**src/rtl/ysyx_24080014_lsu.sv**
```systemverilog
// Multi-cycle load/store unit: one op at a time, valid/ready memory bus, load align/extend, GPR write pulse.
// Optional response timeout enabled by defining YSYX_24080014_LSU_TIMEOUT_EN.
module ysyx_24080014_lsu #(
    parameter int unsigned TIMEOUT_CYCLES = 255
) (
    input  logic        clk,
    input  logic        rst_n,
    input  logic        ex_valid,
    output logic        ex_ready,
    input  logic        ex_is_store,
    input  logic [2:0]  ex_funct3,
    input  logic [31:0] ex_addr,
    input  logic [31:0] ex_wdata,
    input  logic [4:0]  ex_rd,
    output logic        mem_req_valid,
    input  logic        mem_req_ready,
    output logic [31:0] mem_req_addr,
    output logic        mem_req_wen,
    output logic [31:0] mem_req_wdata,
    output logic [3:0]  mem_req_wmask,
    input  logic        mem_rsp_valid,
    input  logic [31:0] mem_rsp_rdata,
    output logic        mem_rsp_ready,
    output logic        wb_RegWr,
    output logic [4:0]  wb_rd,
    output logic [31:0] wb_rd_data,
    output logic        lsu_done,
    output logic        lsu_err,
    output logic [1:0]  dbg_state
);

    // Handshake: a transfer happens on a rising edge where valid and ready are both high;
    // the requester holds every request field stable from valid rising until that edge.
    typedef enum logic [1:0] {
        S_IDLE = 2'd0,
        S_REQ  = 2'd1,
        S_RSP  = 2'd2
    } state_t;

    state_t      r_state;
    logic        r_is_store;
    logic [2:0]  r_funct3;
    logic [31:0] r_addr;
    logic [31:0] r_wdata;
    logic [4:0]  r_rd;
    logic        r_done;
    logic        r_err;
    logic        r_regwr;
    logic [4:0]  r_wb_rd;
    logic [31:0] r_wb_data;
`ifdef YSYX_24080014_LSU_TIMEOUT_EN
    localparam logic [7:0] LP_TO_LAST = 8'(TIMEOUT_CYCLES - 1);
    logic [7:0]  r_cnt;
`endif

    logic        w_ld_illegal;
    logic        w_st_illegal;
    logic        w_misalign;
    logic        w_bad;
    logic [4:0]  w_shamt;
    logic [31:0] w_rsh;
    logic [31:0] w_load;

    assign w_ld_illegal = !ex_is_store && ((ex_funct3 == 3'b011) || (ex_funct3[2:1] == 2'b11));
    assign w_st_illegal = ex_is_store && (ex_funct3[2] || (ex_funct3[1:0] == 2'b11));
    assign w_misalign   = ((ex_funct3[1:0] == 2'b01) && ex_addr[0]) ||
                          ((ex_funct3[1:0] == 2'b10) && (ex_addr[1:0] != 2'b00));
    assign w_bad        = w_ld_illegal || w_st_illegal || w_misalign;

    assign w_shamt = {r_addr[1:0], 3'b000};
    assign w_rsh   = mem_rsp_rdata >> w_shamt;

    always_comb begin
        w_load = w_rsh;
        case (r_funct3)
            3'b000:  w_load = {{24{w_rsh[7]}}, w_rsh[7:0]};
            3'b100:  w_load = {24'd0, w_rsh[7:0]};
            3'b001:  w_load = {{16{w_rsh[15]}}, w_rsh[15:0]};
            3'b101:  w_load = {16'd0, w_rsh[15:0]};
            default: w_load = w_rsh;
        endcase
    end

    always_comb begin
        mem_req_wmask = 4'b0000;
        if (r_is_store) begin
            case (r_funct3[1:0])
                2'b00:   mem_req_wmask = 4'b0001 << r_addr[1:0];
                2'b01:   mem_req_wmask = 4'b0011 << r_addr[1:0];
                default: mem_req_wmask = 4'b1111;
            endcase
        end
    end

    assign ex_ready      = (r_state == S_IDLE);
    assign mem_req_valid = (r_state == S_REQ);
    assign mem_req_addr  = {r_addr[31:2], 2'b00};
    assign mem_req_wen   = r_is_store;
    assign mem_req_wdata = r_wdata << w_shamt;
    assign mem_rsp_ready = (r_state == S_RSP);
    assign wb_RegWr      = r_regwr;
    assign wb_rd         = r_wb_rd;
    assign wb_rd_data    = r_wb_data;
    assign lsu_done      = r_done;
    assign lsu_err       = r_err;
    assign dbg_state     = r_state;

    always_ff @(posedge clk or negedge rst_n) begin
        if (!rst_n) begin
            r_state    <= S_IDLE;
            r_is_store <= 1'b0;
            r_funct3   <= 3'd0;
            r_addr     <= 32'd0;
            r_wdata    <= 32'd0;
            r_rd       <= 5'd0;
            r_done     <= 1'b0;
            r_err      <= 1'b0;
            r_regwr    <= 1'b0;
            r_wb_rd    <= 5'd0;
            r_wb_data  <= 32'd0;
`ifdef YSYX_24080014_LSU_TIMEOUT_EN
            r_cnt      <= 8'd0;
`endif
        end else begin
            r_done  <= 1'b0;
            r_err   <= 1'b0;
            r_regwr <= 1'b0;
            case (r_state)
                S_IDLE: begin
                    if (ex_valid) begin
                        r_is_store <= ex_is_store;
                        r_funct3   <= ex_funct3;
                        r_addr     <= ex_addr;
                        r_wdata    <= ex_wdata;
                        r_rd       <= ex_rd;
                        // Rejected ops never touch the bus; report and stay ready.
                        if (w_bad) begin
                            r_done <= 1'b1;
                            r_err  <= 1'b1;
                        end else begin
                            r_state <= S_REQ;
                        end
                    end
                end
                S_REQ: begin
                    if (mem_req_ready) begin
                        r_state <= S_RSP;
`ifdef YSYX_24080014_LSU_TIMEOUT_EN
                        r_cnt   <= 8'd0;
`endif
                    end
                end
                S_RSP: begin
                    if (mem_rsp_valid) begin
                        r_state <= S_IDLE;
                        r_done  <= 1'b1;
                        if (!r_is_store && (r_rd != 5'd0)) begin
                            r_regwr   <= 1'b1;
                            r_wb_rd   <= r_rd;
                            r_wb_data <= w_load;
                        end
`ifdef YSYX_24080014_LSU_TIMEOUT_EN
                    end else if (r_cnt == LP_TO_LAST) begin
                        r_cnt   <= r_cnt + 8'd1;
                        r_state <= S_IDLE;
                        r_done  <= 1'b1;
                        r_err   <= 1'b1;
                    end else begin
                        r_cnt <= r_cnt + 8'd1;
`endif
                    end
                end
                default: r_state <= S_IDLE;
            endcase
        end
    end

endmodule

```
**config.mk**
```make
export PLATFORM = sky130hd
export DESIGN_NAME = ysyx_24080014_lsu
export DESIGN_NICKNAME = d
export VERILOG_FILES = /design/src/rtl/ysyx_24080014_lsu.sv
export SDC_FILE = /design/constraint.sdc
export NUM_CORES = 1
export LEC_CHECK = 0
export ABC_AREA = 1
export CAP_MARGIN = 20
export CORE_ASPECT_RATIO = 1.5
export CORE_UTILIZATION = 45
export DETAILED_ROUTE_END_ITERATION = 8
export MAX_ROUTING_LAYER = met4
export PLACE_DENSITY_LB_ADDON = 0.3
export SYNTH_ARGS = -nofsm -noshare
export SYNTH_HDL_FRONTEND = slang
export SYNTH_SLANG_ARGS = --single-unit
```
**constraint.sdc**
```tcl
create_clock -name clk -period 1.6 [get_ports clk]
set_input_delay 0.32 -clock clk [delete_from_list [all_inputs] [get_ports clk]]
set_output_delay 0.32 -clock clk [all_outputs]
set_load 0.05 [all_outputs]
```
==> results of run 1 <==
==> where the power goes <==
group	internal, mW	switching (mW)
Combinational	5.34	7.46
Clock	2.54	1.36
Sequential	3.90	0.884
==> routing by layer <==
layer / routed length [microns] / share of wire [%] / GRT usage (%) / up-vias
met5: 0 / 0 / - / -
met4: 951 / 4.5 / 16.3 / 0
met3: 1380 / 6.6 / 6.33 / 66
met2: 11000 / 52 / 50.4 / 302
met1: 7720 / 37 / 31.4 / 2846
li1: - / - / - / 2633
==> sequential cells by signal (all words and copies together) (netlist names) <==
name and count:
lsu_err 1, r_wdata 32, wb_rd_data 32, dbg_state 2
wb_rd 5, r_rd 5, r_addr 32, wb_RegWr 1
mem_req_wen 1, lsu_done 1, r_funct3 3
==> final cells by class <==
class                   count  area (sq um)  share of cell area (%)
multi-input cells         435          3060                    29.4
clock buffers              24           512                    4.91
inverters                  68           284                    2.73
repair buffers            284          3380                    32.4
flip-flops and latches    115          2890                    27.7
well taps                 159           199                    1.91
clock inverters             8          98.8                   0.949
==> what timing repair did <==
item,in CTS,in global routing
pin swaps,7,19
gates cloned,1,5
hold buffers,1,0
buffers inserted,10,10
hold endpoints to repair,12,0
resized for setup,45,46
setup endpoints to repair,38,62
==> cell usage after synthesis, drive strengths merged <==
| cell | n | area, sq um |
|---|---|---|
| nor3 | 1 | 5.00 |
| mux2 | 54 | 683 |
| nand2 | 131 | 509 |
| nand3 | 33 | 170 |
| buf | 62 | 458 |
| conb | 1 | 3.75 |
| a22oi | 8 | 60.1 |
| a211oi | 8 | 60.1 |
| nor2 | 97 | 394 |
| a21oi | 40 | 200 |
| or2 | 16 | 100 |
| dfrtp | 115 | 2880 |
| clkinv | 1 | 3.75 |
| clkbuf | 5 | 18.8 |
| o21ai | 43 | 241 |
| inv | 67 | 254 |
| o31ai | 1 | 7.51 |
==> per-stage QoR <==
step	utilization, %	worst slack, ns	hold WS [ns]
finish	80.0	-0.397	0.372
global route	80.0	-0.442	0.390
CTS	77.3	-0.398	0.357
detailed placement	70.4	-0.143	0.199
global placement	70.4	-0.131	0.191
floorplan	-	-0.111	0.0244
==> cell families (layout without fill, tap and decap cells) <==
family                 after synthesis  in the layout  share of synthesized area (%)
AND/OR/NAND/NOR                    278            279                           19.5
buffers and inverters              135            384                           12.1
flip-flops                         115            115                           47.6
AO/OA/AOI/OAI                      100            100                           9.41
multiplexers                        54             54                           11.3
other                                1              2                         0.0620
==> worst max-delay path by stage <==
stage / start / end / slack (ns) / cells after the start
floorplan: dbg_state[0]$_DFFE_PN0P_ / r_addr[12]$_DFFE_PN0P_ / -0.11 / 5
global placement: mem_rsp_valid / wb_rd_data[14]$_DFFE_PN0P_ / -0.13 / 7
detailed placement: mem_rsp_valid / wb_rd_data[26]$_DFFE_PN0P_ / -0.14 / 8
CTS: r_addr[0]$_DFFE_PN0P_ / mem_req_wdata[28] / -0.40 / 6
global route: r_addr[0]$_DFFE_PN0P_ / mem_req_wdata[18] / -0.44 / 6
finish: r_addr[1]$_DFFE_PN0P_ / mem_req_wdata[26] / -0.40 / 6
==> reports/metrics.yaml, run 1 <==
max_stage_delay_ns: 0.44
clock_sinks: 115
start_util_pct: 46.5
io_pins: 224
tns_ns: -12.11
setup_slack_ns: -0.397
r2r_end: "wb_rd_data[16]$_DFFE_PN0P_"
grt_usage_pct: 29.3
ys_ff_latch: 115
grt_max_degree: 54
h-tree-depth: 4
syn_area_sq_um: 6050
cap_violations: 0
tritoncts: "yes"
cts_buffer_depth: 2
r2r_setup_slack_ns: 0
final_common_cell: "nand2_1"
slew_viol_final: 0
hold_path.class: "in2async"
drtAntennaViolNets: 0
finalWeightedCongestion: 0.912
insertion_delay_ns: 0.40
core-area_sq_um: 13000
num_antenna_cells: 0
routedWlPerCell_microns: 19.2
hold_viol: 0
std_cell_rows: 51
layout_common_cells: "nand2_1 (109), clkdlybuf4s50_1 (108), dfrtp_1 (108)"
period_share_pct: 125
fin_crit_ns: 2.00
yosys_warnings: 0
cp_top_family: "buffers and inverters"
cts.reportedPaths.clkPinSlew_ns: 0.06
dp_cells: 1036
end_kind: "output pin"
post_dp_cell_area_sq_um: 9160
failed_checks: "negative setup slack"
start_kind: "register"
power_leakage_nw: 4.98
seq_area_frac_synth_pct: 47.6
fmax_ghz: 0.501
drtIter0Drc: 306
crit_fanout: 6
cts-root-buf: "clkbuf_16"
finClkSkew_ns: 0.0108
critPathSlowestCell: "dfrtp_2"
drt_wl_total_microns: 21000
drive_gt1_share_pct: 40.8
die_w_microns: 96.7
synth_cells: 683
antenna_found_initial: 0
via_per_inst: 5.35
path_buf_inv: 3
cts-buffers-inserted: 17
worst_ir_drop_vdd_v: 0.00142
num-nets-final: 1031
power_mw: 21.5
rsz0062_at_grt: "yes"
avgSynthCellArea_sq_um: 8.85
outcome: "complete, but fails checks"
grt_pass1_wl_microns: 30600
crit_type: "reg2out"
fillers: 744
worstPathArrival_ns: 1.68
power_density_nw_per_um2: 2060
first_global_vias: 5988
fin_area_sq_um: 10400
rr_worst_depth: 11
worstPathRequired_ns: 1.28
ys_types: 31
path_cells: "nor2_4 -> buf_12 -> buf_12 -> a22oi_2 -> o21ai_4 -> buf_12"
die_area_sq_um: 13900
r2r-start: "r_addr[0]$_DFFE_PN0P_"
path_common_cell: "buf_12"
dp_hpwl_microns: 13800
vias: 5847
grt_overflow: 0
syn2layout_area_growth_pct: 72.2
fin_cells: 1093
drt_first_pass_iters: 5
finalSetupViolations: 37
route.detailed.drc: 0
io_buffer_count: 221
die_h_microns: 144
(Power assumes the default switching activity.)
==> run 2: changes to the inputs <==
--- a/config.mk
+++ b/config.mk
@@ -8,10 +8,13 @@
 export ABC_AREA = 1
 export CAP_MARGIN = 20
 export CORE_ASPECT_RATIO = 1.5
-export CORE_UTILIZATION = 45
+export CORE_UTILIZATION = 60
+export CTS_CLUSTER_SIZE = 30
 export DETAILED_ROUTE_END_ITERATION = 8
+export DONT_BUFFER_PORTS = 1
 export MAX_ROUTING_LAYER = met4
 export PLACE_DENSITY_LB_ADDON = 0.3
 export SYNTH_ARGS = -nofsm -noshare
 export SYNTH_HDL_FRONTEND = slang
 export SYNTH_SLANG_ARGS = --single-unit
+export TNS_END_PERCENT = 30
==> run 2 against run 1 <==
The run ends with design-rule violations, negative hold slack, negative setup slack left. Register-to-register slack improved by 0.03 ns. Clock power increased by 2%. Clock skew decreased by 0.0026 ns. Sequential share of layout area increased by 9.7 points. Cell count decreased by 24%. First-iteration DRC count increased by 12%. Count of clock-buffer cells in the layout decreased by 3. Die area decreased by 25%. Combinational power decreased by 43%. Largest cell class is now flip-flops and latches.
==> reports/metrics.yaml, run 2 (synthesis gave the netlist of run 1 again) <==
grt_max_degree: 116  # +110%
drt_wl_total_microns: 17500  # -17%
multi_input_area_sq_um: 2850  # -6.6%
rr_worst_depth: 9  # -2
clock_power_share_pct: 21.8  # +3.7 points
cts-buffers-inserted: 17  # unchanged
cp_num_cells: 6  # unchanged
path_buf_inv: 3  # unchanged
power_density_nw_per_um2: 2370  # +15%
outcome: "complete, but fails checks"
r2r-start: "r_addr[1]$_DFFE_PN0P_"
finalSetupViolations: 38  # +2.7%
start_util_pct: 62.1  # +16 points
drive_gt1_share_pct: 34.4  # -6.4 points
post_dp_cell_area_sq_um: 6760  # -26%
fin_hold_ws_ns: -0.391  # -0.763 ns
finalWeightedCongestion: 0.973  # +6.8%
post-route-util_pct: 79.1  # -0.85 points
insertion_delay_ns: 0.41  # about the same
path_common_cell: "buf_12"
p_switching_mw: 8.87  # -8.6%
route.detailed.drc: 30  # +30
fillers: 588  # -21%
endpoint: "mem_req_wdata[24]"
core-area_sq_um: 9740  # -25%
failed_checks: "design-rule violations, negative hold slack, negative setup slack"
fin_cells: 829  # -24%
num-nets-final: 810  # -21%
p_int_mw: 9.41  # -20%
final_common_cell: "nand2_1"
r2r_setup_slack_ns: 0.03  # +0.03 ns
hold_path.class: "in2async"
cts_buffer_depth: 2  # unchanged
fin_area_sq_um: 7710  # -26%
fmax_ghz: 0.508  # +1.4%
crit_type: "reg2out"
cts.reportedPaths.clkPinSlew_ns: 0.05  # about the same
critPathSlowestCell: "dfrtp_2"
grt_overflow: 0  # unchanged
routedWlPerCell_microns: 21.1  # +9.9%
h-tree-depth: 4  # unchanged
io_buffer_count: 0  # -100%
swShare_pct: 48.5  # +3.4 points
path_cells: "inv_2 -> nor2_4 -> buf_12 -> a22oi_2 -> o21ai_2 -> buf_12"
drt_first_pass_iters: 7  # +2
finClkSkew_ns: 0.00814  # -0.00263 ns
tritoncts: "yes"
clock_sinks: 115  # unchanged
dp_hpwl_microns: 11600  # -16%
worstMarginPinSlew_ns: 0.521
worstPathArrival_ns: 1.65  # -0.03 ns
grt_usage_pct: 35.3  # +6.0 points
dp_cells: 788  # -24%
die_w_microns: 84.0  # -13%
syn2layout_area_growth_pct: 27.5
vias: 4875  # -17%
r2r_end: "wb_rd_data[30]$_DFFE_PN0P_"
die_h_microns: 125  # -13%
hold_viol: 115  # +115
std_cell_rows: 44  # -14%
io_pins: 224  # unchanged
grt_pass1_wl_microns: 27000  # -12%
start_kind: "register"
die_area_sq_um: 10500  # -25%
combPwrFrac_pct: 40.3  # -19 points
cap_violations: 0  # unchanged
rsz0062_at_grt: "yes"
seq_area_sq_um: 2880  # about the same
cts-root-buf: "clkbuf_16"
first_global_vias: 5157  # -14%
via_per_inst: 5.88  # +9.9%
crit_fanout: 16  # +10
layout_common_cells: "nand2_1 (120), dfrtp_1 (110), nor2_1 (72)"
fin_crit_ns: 1.97  # -0.0280 ns
period_share_pct: 123  # -1.7 points
power_mw: 18.3  # -15%
critPathLaunch: "r_addr[0]$_DFFE_PN0P_"
power_leakage_nw: 3.72  # -25%
max_stage_delay_ns: 0.47  # +0.03 ns
setup_slack_ns: -0.369  # +0.0280 ns
worstPathRequired_ns: 1.28  # about the same
end_kind: "output pin"
power.share.sequential_pct: 37.9  # +16 points
drtAntennaViolNets: 0  # unchanged
cp_top_family: "flip-flops"
slew_headroom_pct: 65.3
antenna_found_initial: 1  # +1
slew_viol_final: 0  # unchanged
worst_ir_drop_vdd_v: 0.00148  # +4.0%
drtIter0Drc: 342  # +12%
-- run 2: repair_timing --
action | in CTS | in global routing
endpoints found under the setup margin | 38 | 54
gates resized for setup | 50 | 10
gates cloned | 1 | 0
hold endpoints to repair | 115 | 115
pin swaps | 10 | 9
buffers inserted | 6 | 2
-- run 2: worst reg2reg max path, stage by stage (launching register included) --
cell	delay [ns]
dfrtp_2	0.46
nor2_4	0.19
buf_4	0.13
buf_4	0.15
nand2_1	0.10
nand3_2	0.11
nand2_4	0.13
nand3_1	0.14
nand2_1	0.06
inv_1	0.05
-- run 2: power by group through the flow --
| stage | logic, mW | registers, mW | clock network, mW |
|---|---|---|---|
| floorplan | 5.60 | 6.05 | 0 |
| global placement | 6.62 | 6.85 | 0 |
| detailed placement | 6.77 | 6.89 | 0 |
| CTS | 7.29 | 6.89 | 4.03 |
| global route | 7.76 | 7.00 | 4.15 |
| finish | 7.36 | 6.93 | 3.99 |
-- run 2: how the worst min path moves through the flow --
stage          startpoint                  endpoint  slack (ns)
4_1_cts             rst_n    r_addr[27]$_DFFE_PN0P_       -0.41
2_1_floorplan       rst_n  dbg_state[0]$_DFFE_PN0P_        0.02
3_5_place_dp        rst_n    r_addr[27]$_DFFE_PN0P_        0.03
5_1_grt             rst_n    r_addr[20]$_DFFE_PN0P_       -0.41
6_report            rst_n    r_addr[27]$_DFFE_PN0P_       -0.39
3_3_place_gp        rst_n    r_addr[27]$_DFFE_PN0P_        0.03
-- run 2: per-stage QoR --
step / TNS (ns) / hold slack, ns / setup slack, ns
floorplan: -3.26 / 0.0244 / -0.111
CTS: -11.03 / -0.409 / -0.363
finish: -11.09 / -0.391 / -0.369
global placement: 0 / 0.0265 / 0.00943
detailed placement: -0.0875 / 0.0268 / -0.0583
global route: -14.10 / -0.414 / -0.435
-- run 2: layout make-up --
cell class / instances / area share, %
clock inverter: 11 / 1.95
sequential: 115 / 37.4
timing repair buffer: 64 / 12.0
antenna: 1 / 0.0325
multi-input combinational: 434 / 37.0
inverter: 68 / 3.50
tap: 115 / 1.87
clock buffer: 21 / 6.23
-- run 2: routing by layer --
| layer | up-vias | global-route usage, % | wire length (microns) | part of all wire, % |
|---|---|---|---|---|
| met2 | 281 | 61.0 | 9360 | 53 |
| li1 | 2184 | - | - | - |
| met1 | 2352 | 36.5 | 5900 | 34 |
| met5 | - | - | 0 | 0 |
| met4 | 0 | 18.1 | 810 | 4.6 |
| met3 | 58 | 9.50 | 1440 | 8.2 |
